<file path="config.mk">
export PLATFORM = sky130hd
export DESIGN_NAME = instr_encode_loader
export DESIGN_NICKNAME = d
export VERILOG_FILES = /design/src/rtl/instr_encode_loader.sv
export SDC_FILE = /design/constraint.sdc
export NUM_CORES = 1
export LEC_CHECK = 0
export BUFFER_PORTS_ARGS = -buffer_cell sky130_fd_sc_hd__buf_4
export CAP_MARGIN = 20
export CORE_MARGIN = 3
export CORE_UTILIZATION = 55
export CTS_BUF_LIST = sky130_fd_sc_hd__clkbuf_2
export CTS_CLUSTER_SIZE = 28
export DETAILED_ROUTE_END_ITERATION = 8
export GPL_TIMING_DRIVEN = 0
export PLACE_DENSITY = 0.88
export SYNTH_ARGS = -nofsm -noshare
export SYNTH_HDL_FRONTEND = slang
export SYNTH_SLANG_ARGS = --single-unit
</file>
<file path="constraint.sdc">
create_clock -name CLK -period 3.6 [get_ports CLK]
set_input_delay 0.18 -clock CLK [delete_from_list [all_inputs] [get_ports CLK]]
set_output_delay 0.18 -clock CLK [all_outputs]
set_load 0.05 [all_outputs]
</file>
<file path="src/rtl/instr_encode_loader.sv">
// instr_encode_loader
//   Program loader that turns symbolic instruction tuples (class + fields) into
//   32-bit MIPS words for the Control decoder's instruction set. Each word is
//   written to instruction memory at an incrementing word address, starting at
//   BASE_ADDR after every start.
//
// Ports
//   CLK, RST_N          clock (rising edge), asynchronous active-low reset
//   start               begin a load (honoured only while idle)
//   in_valid/in_ready   tuple handshake; in_class + in_rs/in_rt/in_rd/in_shamt,
//                       in_imm, in_target form the tuple, in_last ends the program
//   out_valid/out_ready memory-write handshake carrying out_addr/out_word
//   busy                a load is in progress
//   done                one-cycle pulse when the load has fully drained
//   err                 sticky: illegal class or overflow seen (cleared by start)
//   count               words emitted during the current load
module instr_encode_loader #(
  parameter int ADDR_W    = 10,
  parameter int BASE_ADDR = 0,
  parameter int DEPTH     = 1024
) (
  input  logic              CLK,
  input  logic              RST_N,
  input  logic              start,
  input  logic              in_valid,
  output logic              in_ready,
  input  logic [4:0]        in_class,
  input  logic [4:0]        in_rs,
  input  logic [4:0]        in_rt,
  input  logic [4:0]        in_rd,
  input  logic [4:0]        in_shamt,
  input  logic [15:0]       in_imm,
  input  logic [25:0]       in_target,
  input  logic              in_last,
  output logic              out_valid,
  input  logic              out_ready,
  output logic [ADDR_W-1:0] out_addr,
  output logic [31:0]       out_word,
  output logic              busy,
  output logic              done,
  output logic              err,
  output logic [ADDR_W:0]   count
);

  localparam logic [ADDR_W-1:0] BASE_C  = ADDR_W'(BASE_ADDR);
  localparam logic [ADDR_W:0]   DEPTH_C = (ADDR_W+1)'(DEPTH);

  typedef enum logic [1:0] {S_IDLE, S_LOAD, S_FLUSH, S_DONE} state_t;

  state_t state, state_nxt;

  logic [ADDR_W-1:0] addr;
  logic              accept;
  logic              enc_legal;
  logic [31:0]       enc_word;
  logic              emit;

  function automatic logic [31:0] r_fmt(input logic [4:0] rs, input logic [4:0] rt,
                                        input logic [4:0] rd, input logic [4:0] sh,
                                        input logic [5:0] fn);
    return {6'b000000, rs, rt, rd, sh, fn};
  endfunction

  function automatic logic [31:0] i_fmt(input logic [5:0] op, input logic [4:0] rs,
                                        input logic [4:0] rt, input logic [15:0] imm);
    return {op, rs, rt, imm};
  endfunction

  // Returns {legal, word}; fields a format does not use are forced to zero.
  function automatic logic [32:0] encode(input logic [4:0] cls, input logic [4:0] rs,
                                         input logic [4:0] rt, input logic [4:0] rd,
                                         input logic [4:0] sh, input logic [15:0] imm,
                                         input logic [25:0] tgt);
    logic [32:0] r;
    r = {1'b1, 32'h0};
    case (cls)
      5'd0:    r[31:0] = r_fmt(rs, rt, rd, 5'd0, 6'h20);
      5'd1:    r[31:0] = r_fmt(rs, rt, rd, 5'd0, 6'h21);
      5'd2:    r[31:0] = r_fmt(rs, rt, rd, 5'd0, 6'h22);
      5'd3:    r[31:0] = r_fmt(rs, rt, rd, 5'd0, 6'h24);
      5'd4:    r[31:0] = r_fmt(rs, rt, rd, 5'd0, 6'h25);
      5'd5:    r[31:0] = r_fmt(rs, rt, rd, 5'd0, 6'h27);
      5'd6:    r[31:0] = r_fmt(rs, rt, rd, 5'd0, 6'h2A);
      5'd7:    r[31:0] = r_fmt(rs, rt, rd, 5'd0, 6'h2B);
      5'd8:    r[31:0] = r_fmt(5'd0, rt, rd, sh, 6'h00);
      5'd9:    r[31:0] = r_fmt(5'd0, rt, rd, sh, 6'h02);
      5'd10:   r[31:0] = r_fmt(5'd0, rt, rd, sh, 6'h03);
      5'd11:   r[31:0] = r_fmt(rs, rt, rd, 5'd0, 6'h07);
      5'd12:   r[31:0] = r_fmt(rs, 5'd0, 5'd0, 5'd0, 6'h08);
      5'd13:   r[31:0] = r_fmt(5'd0, 5'd0, 5'd0, 5'd0, 6'h0C);
      5'd14:   r[31:0] = i_fmt(6'h08, rs, rt, imm);
      5'd15:   r[31:0] = i_fmt(6'h09, rs, rt, imm);
      5'd16:   r[31:0] = i_fmt(6'h0C, rs, rt, imm);
      5'd17:   r[31:0] = i_fmt(6'h0D, rs, rt, imm);
      5'd18:   r[31:0] = i_fmt(6'h0A, rs, rt, imm);
      5'd19:   r[31:0] = i_fmt(6'h23, rs, rt, imm);
      5'd20:   r[31:0] = i_fmt(6'h2B, rs, rt, imm);
      5'd21:   r[31:0] = i_fmt(6'h20, rs, rt, imm);
      5'd22:   r[31:0] = i_fmt(6'h04, rs, rt, imm);
      5'd23:   r[31:0] = i_fmt(6'h05, rs, rt, imm);
      5'd24:   r[31:0] = i_fmt(6'h01, rs, 5'd0, imm);
      5'd25:   r[31:0] = {6'h02, tgt};
      5'd26:   r[31:0] = {6'h03, tgt};
      default: r       = {1'b0, 32'h0};
    endcase
    return r;
  endfunction

  always_comb begin
    {enc_legal, enc_word} = encode(in_class, in_rs, in_rt, in_rd, in_shamt, in_imm, in_target);
  end

  assign accept = in_valid && in_ready;
  // A tuple only produces a word when its class is legal and there is room left.
  assign emit   = accept && enc_legal && (count != DEPTH_C);

  // State register
  always_ff @(posedge CLK or negedge RST_N) begin
    if (!RST_N) state <= S_IDLE;
    else        state <= state_nxt;
  end

  // Next-state logic
  always_comb begin
    state_nxt = state;
    case (state)
      S_IDLE:  if (start) state_nxt = S_LOAD;
      S_LOAD:  if (accept && in_last) state_nxt = S_FLUSH;
      S_FLUSH: if (!out_valid) state_nxt = S_DONE;
      S_DONE:  state_nxt = S_IDLE;
      default: state_nxt = S_IDLE;
    endcase
  end

  // Outputs decoded from state
  always_comb begin
    busy     = (state != S_IDLE);
    done     = (state == S_DONE);
    in_ready = (state == S_LOAD) && (!out_valid || out_ready);
  end

  // Output register, address and bookkeeping
  always_ff @(posedge CLK or negedge RST_N) begin
    if (!RST_N) begin
      out_valid <= 1'b0;
      out_word  <= 32'h0;
      out_addr  <= BASE_C;
      addr      <= BASE_C;
      count     <= '0;
      err       <= 1'b0;
    end else begin
      if (state == S_IDLE && start) begin
        err   <= 1'b0;
        count <= '0;
        addr  <= BASE_C;
      end
      // Drain first; a simultaneous new word below overrides the clear.
      if (out_valid && out_ready) out_valid <= 1'b0;
      if (accept && !emit) err <= 1'b1;
      if (emit) begin
        out_valid <= 1'b1;
        out_word  <= enc_word;
        out_addr  <= addr;
        addr      <= addr + 1'b1;
        count     <= count + 1'b1;
      end
    end
  end

endmodule

</file>
==> flow_metrics.env <==
export IMPL_min_from="in_shamt[0]"
export IMPL_postCtsSetupBuffers=0
export IMPL_setup_tns_final_ps=0
export IMPL_max_freq_mhz=328
export IMPL_rows=28
export IMPL_drv_slew=0
export IMPL_routed_wl_um=12100
export IMPL_cts_root_buf="clkbuf_2"
export IMPL_synth_seq_cells=66
export IMPL_fill_cells=334
export IMPL_area_growth_pct=45.4
export IMPL_drc_errors=0
export IMPL_power_density_mw_per_mm2=705
export IMPL_io_pins=131
export IMPL_cp_slowest_cell="nor2_1"
export IMPL_syn_nets=463
export IMPL_cp_slowest_stage_delay_ps=640
export IMPL_p_leak_nw=2.45
export IMPL_grtUsageTotal_pct=32.4
export IMPL_htree_levels=3
export IMPL_crit_type="flop to flop"
export IMPL_synth_area_per_cell_um2=9.14
export IMPL_dr_first_iter_drc_count=361
export IMPL_hp_class="input port to flop"
export IMPL_cts_tree="built"
export IMPL_io_buffers=125
export IMPL_synth_edff_count=0
export IMPL_critPathRequiredTime_ps=4070
export IMPL_antenna_left=0
export IMPL_antenna_found_initial=0
export IMPL_synth_ff_type="dfrtp_1"
export IMPL_rr_worst_depth=8
export IMPL_grt_overflow_total=0
export IMPL_grt_max_degree=67
export IMPL_drv_cap=0
export IMPL_rr_endpoint="out_word[1]$_DFFE_PN0P_"
export IMPL_cp_arrival_ps=3510
export IMPL_vdd_ir_drop_max_mv=0.650
export IMPL_reg2reg_slack_ps=550
export IMPL_gp_congestion=0.938
export IMPL_n_antenna_cell=0
export IMPL_grt_pass1_wl_um=18800
export IMPL_crit_fanout=10
export IMPL_synthArstFlopShare_pct=100
export IMPL_startpoint_type="flop"
export IMPL_worstHoldPathCells=3
export IMPL_cp_common_cell="nor2_1"
export IMPL_synth_distinct_cells=50
export IMPL_endpoint_kind="flop"
export IMPL_cts_buffers=9
export IMPL_synth_area_mm2=0.00349
export IMPL_finalHoldViolations=0
export IMPL_grt_pass1_vias=3855
export IMPL_vias=3907
export IMPL_status="complete, no violations"
export IMPL_setup_violations=0
export IMPL_rsz0062_at_grt="false"
export IMPL_dp_hpwl_um=7350
export IMPL_holdWs_ps=15.4
export IMPL_synth_cells=382
export IMPL_die_w_um=85.7
export IMPL_fin_area_mm2=0.00508
export IMPL_fin_util_pct=84.2
export IMPL_clock_skew_ps=20.7
export IMPL_clock_path_buffers=2
export IMPL_die_height_um=85.7
export IMPL_wire_per_inst_um=18.7
export IMPL_start_util_pct=58.0
export IMPL_worstReg2RegStart="state[1]$_DFFE_PN0P_"
export IMPL_min_to="out_word[6]$_DFFE_PN0P_"
export IMPL_tightestPinTransition_ps=898
export IMPL_die_area_mm2=0.00734
export IMPL_post_route_period_util_pct=84.6
export IMPL_synth_yosys_seq_area_share_pct=47.3
export IMPL_insertion_delay_ps=500
export IMPL_min_period_ps=3050
export IMPL_core_area_mm2=0.00603
export IMPL_placed_cell_area_mm2=0.00452
export IMPL_max_slew_margin_pct=39.5
export IMPL_drive_gt1_share_pct=27.6
export IMPL_path_clk_slew_ps=210
export IMPL_path_cells="inv_1 > ha_1 > o2111ai_1 > nor2_1 > clkbuf_1 > nor2_1 > a21oi_1 > dlygate4sd3_1"
export IMPL_first_pass_iters=7
export IMPL_vias_per_cell=6.07
export IMPL_cts_sinks=66
export IMPL_final_nets=645
export IMPL_yosysWarnings=0
## worst max path at each step
| stage | startpoint | end | slack [ps] | cells past startpoint |
|---|---|---|---|---|
| finish | state[1]$_DFFE_PN0P_ | out_word[1]$_DFFE_PN0P_ | 550 | 8 |
| global route | state[1]$_DFFE_PN0P_ | out_word[1]$_DFFE_PN0P_ | 360 | 8 |
| detailed placement | state[1]$_DFFE_PN0P_ | out_word[5]$_DFFE_PN0P_ | 1160 | 7 |
| global placement | count[0]$_DFFE_PN0P_ | out_word[29]$_DFFE_PN0P_ | 1220 | 7 |
| CTS | state[1]$_DFFE_PN0P_ | out_word[1]$_DFFE_PN0P_ | 640 | 8 |
| floorplan | count[0]$_DFFE_PN0P_ | count[10]$_DFFE_PN0P_ | 1280 | 8 |
## sequential cells by signal (all words and copies together), names as in the netlist
register,cells
out_word,31
addr,10
err,1
out_valid,1
count,11
out_addr,10
state,2
## per-stage QoR
stage | std cells | total power, mW | setup slack (ps)
after global routing | 644 | 3.75 | 358
after detailed placement | 582 | 3.07 | 1160
final | 644 | 3.58 | 554
after floorplan | 382 | 2.44 | 1280
after CTS | 642 | 3.49 | 643
after global placement | 582 | 3.02 | 1220
## cell families (layout without fill, tap and decap cells)
| group | count (synthesis) | in the layout | synth area share (%) |
|---|---|---|---|
| and+or+nand+nor | 155 | 155 | 21.0 |
| AOI/OAI and AO/OA | 108 | 108 | 21.1 |
| other | 1 | 1 | 0.107 |
| adders and majority gates | 9 | 9 | 3.15 |
| buffers and inverters | 34 | 221 | 4.84 |
| xor gates and xnor gates | 4 | 4 | 1.00 |
| muxes | 5 | 5 | 1.47 |
| DFF | 66 | 66 | 47.3 |
## synthesized netlist by cell type, types with 2 or more instances
master,count,area (um2)
nand3_1,14,70.1
buf_2,6,30.0
or4b_1,2,20.0
nor2_1,41,154
dfrtp_1,66,1650
nand2b_1,10,62.6
xnor2_1,4,35.0
ha_1,8,100
clkbuf_1,13,48.8
a211o_1,3,26.3
a222oi_1,10,100
o21ai_0,17,85.1
or3_1,4,25.0
a221oi_1,14,123
nand2_1,54,203
inv_1,7,26.3
o22ai_1,3,18.8
a31oi_1,15,93.8
o31ai_1,3,22.5
a22o_1,5,43.8
o211ai_1,2,15.0
nand4_1,3,18.8
buf_4,3,22.5
o21ai_1,7,35.0
nor3_1,7,35.0
and3_1,8,50.1
buf_6,3,33.8
nor2b_1,4,25.0
nand3b_1,2,15.0
a21oi_1,21,105
mux2i_1,4,40.0
## where the power goes
| group | switching [mW] | internal (mW) |
|---|---|---|
| logic | 1.38 | 0.658 |
| clock network | 0.292 | 0.0880 |
| registers | 0.188 | 0.971 |
## placed cells by master (no fill, tap or decap), drive strengths merged, types with 10 or more instances in the layout
master and n:
a21oi 22, nand3 14, a222oi 10, clkbuf 22, nand2 54, a221oi 14
dlygate4sd3 46, buf 138, nor2 41, o21ai 24, nand2b 10, dfrtp 66
a31oi 15
## repair_timing
item,4_1_cts,5_1_grt
resized for setup,0,0
hold buffers,44,2
endpoints found under the hold margin,91,1
## final cells by class
cell class | instances | area (um2) | share of cell area (%)
buffer | 26 | 139 | 2.74
multi-input combinational | 282 | 1670 | 32.9
tap | 75 | 93.8 | 1.85
clock inverter | 7 | 46.3 | 0.912
sequential | 66 | 1650 | 32.5
timing repair buffer | 171 | 1400 | 27.6
clock buffer | 9 | 45.0 | 0.887
inverter | 8 | 30.0 | 0.592
## metal layers
layer | up-vias | routed length [um] | GRT usage, %
li1 | 1764 | - | -
met4 | 0 | 539 | 17.4
met1 | 1847 | 4670 | 40.3
met3 | 48 | 1010 | 6.53
met2 | 248 | 5840 | 53.3
met5 | - | 0 | 0
## critical path: cells and delay by family, from the launching register on
kind	cells	cell delay [ps]
buffers and inverters	3	1210
and+or+nand+nor	2	730
DFF	1	450
AOI/OAI and AO/OA	2	390
adders and majority gates	1	240
(Power assumes the default switching activity.)
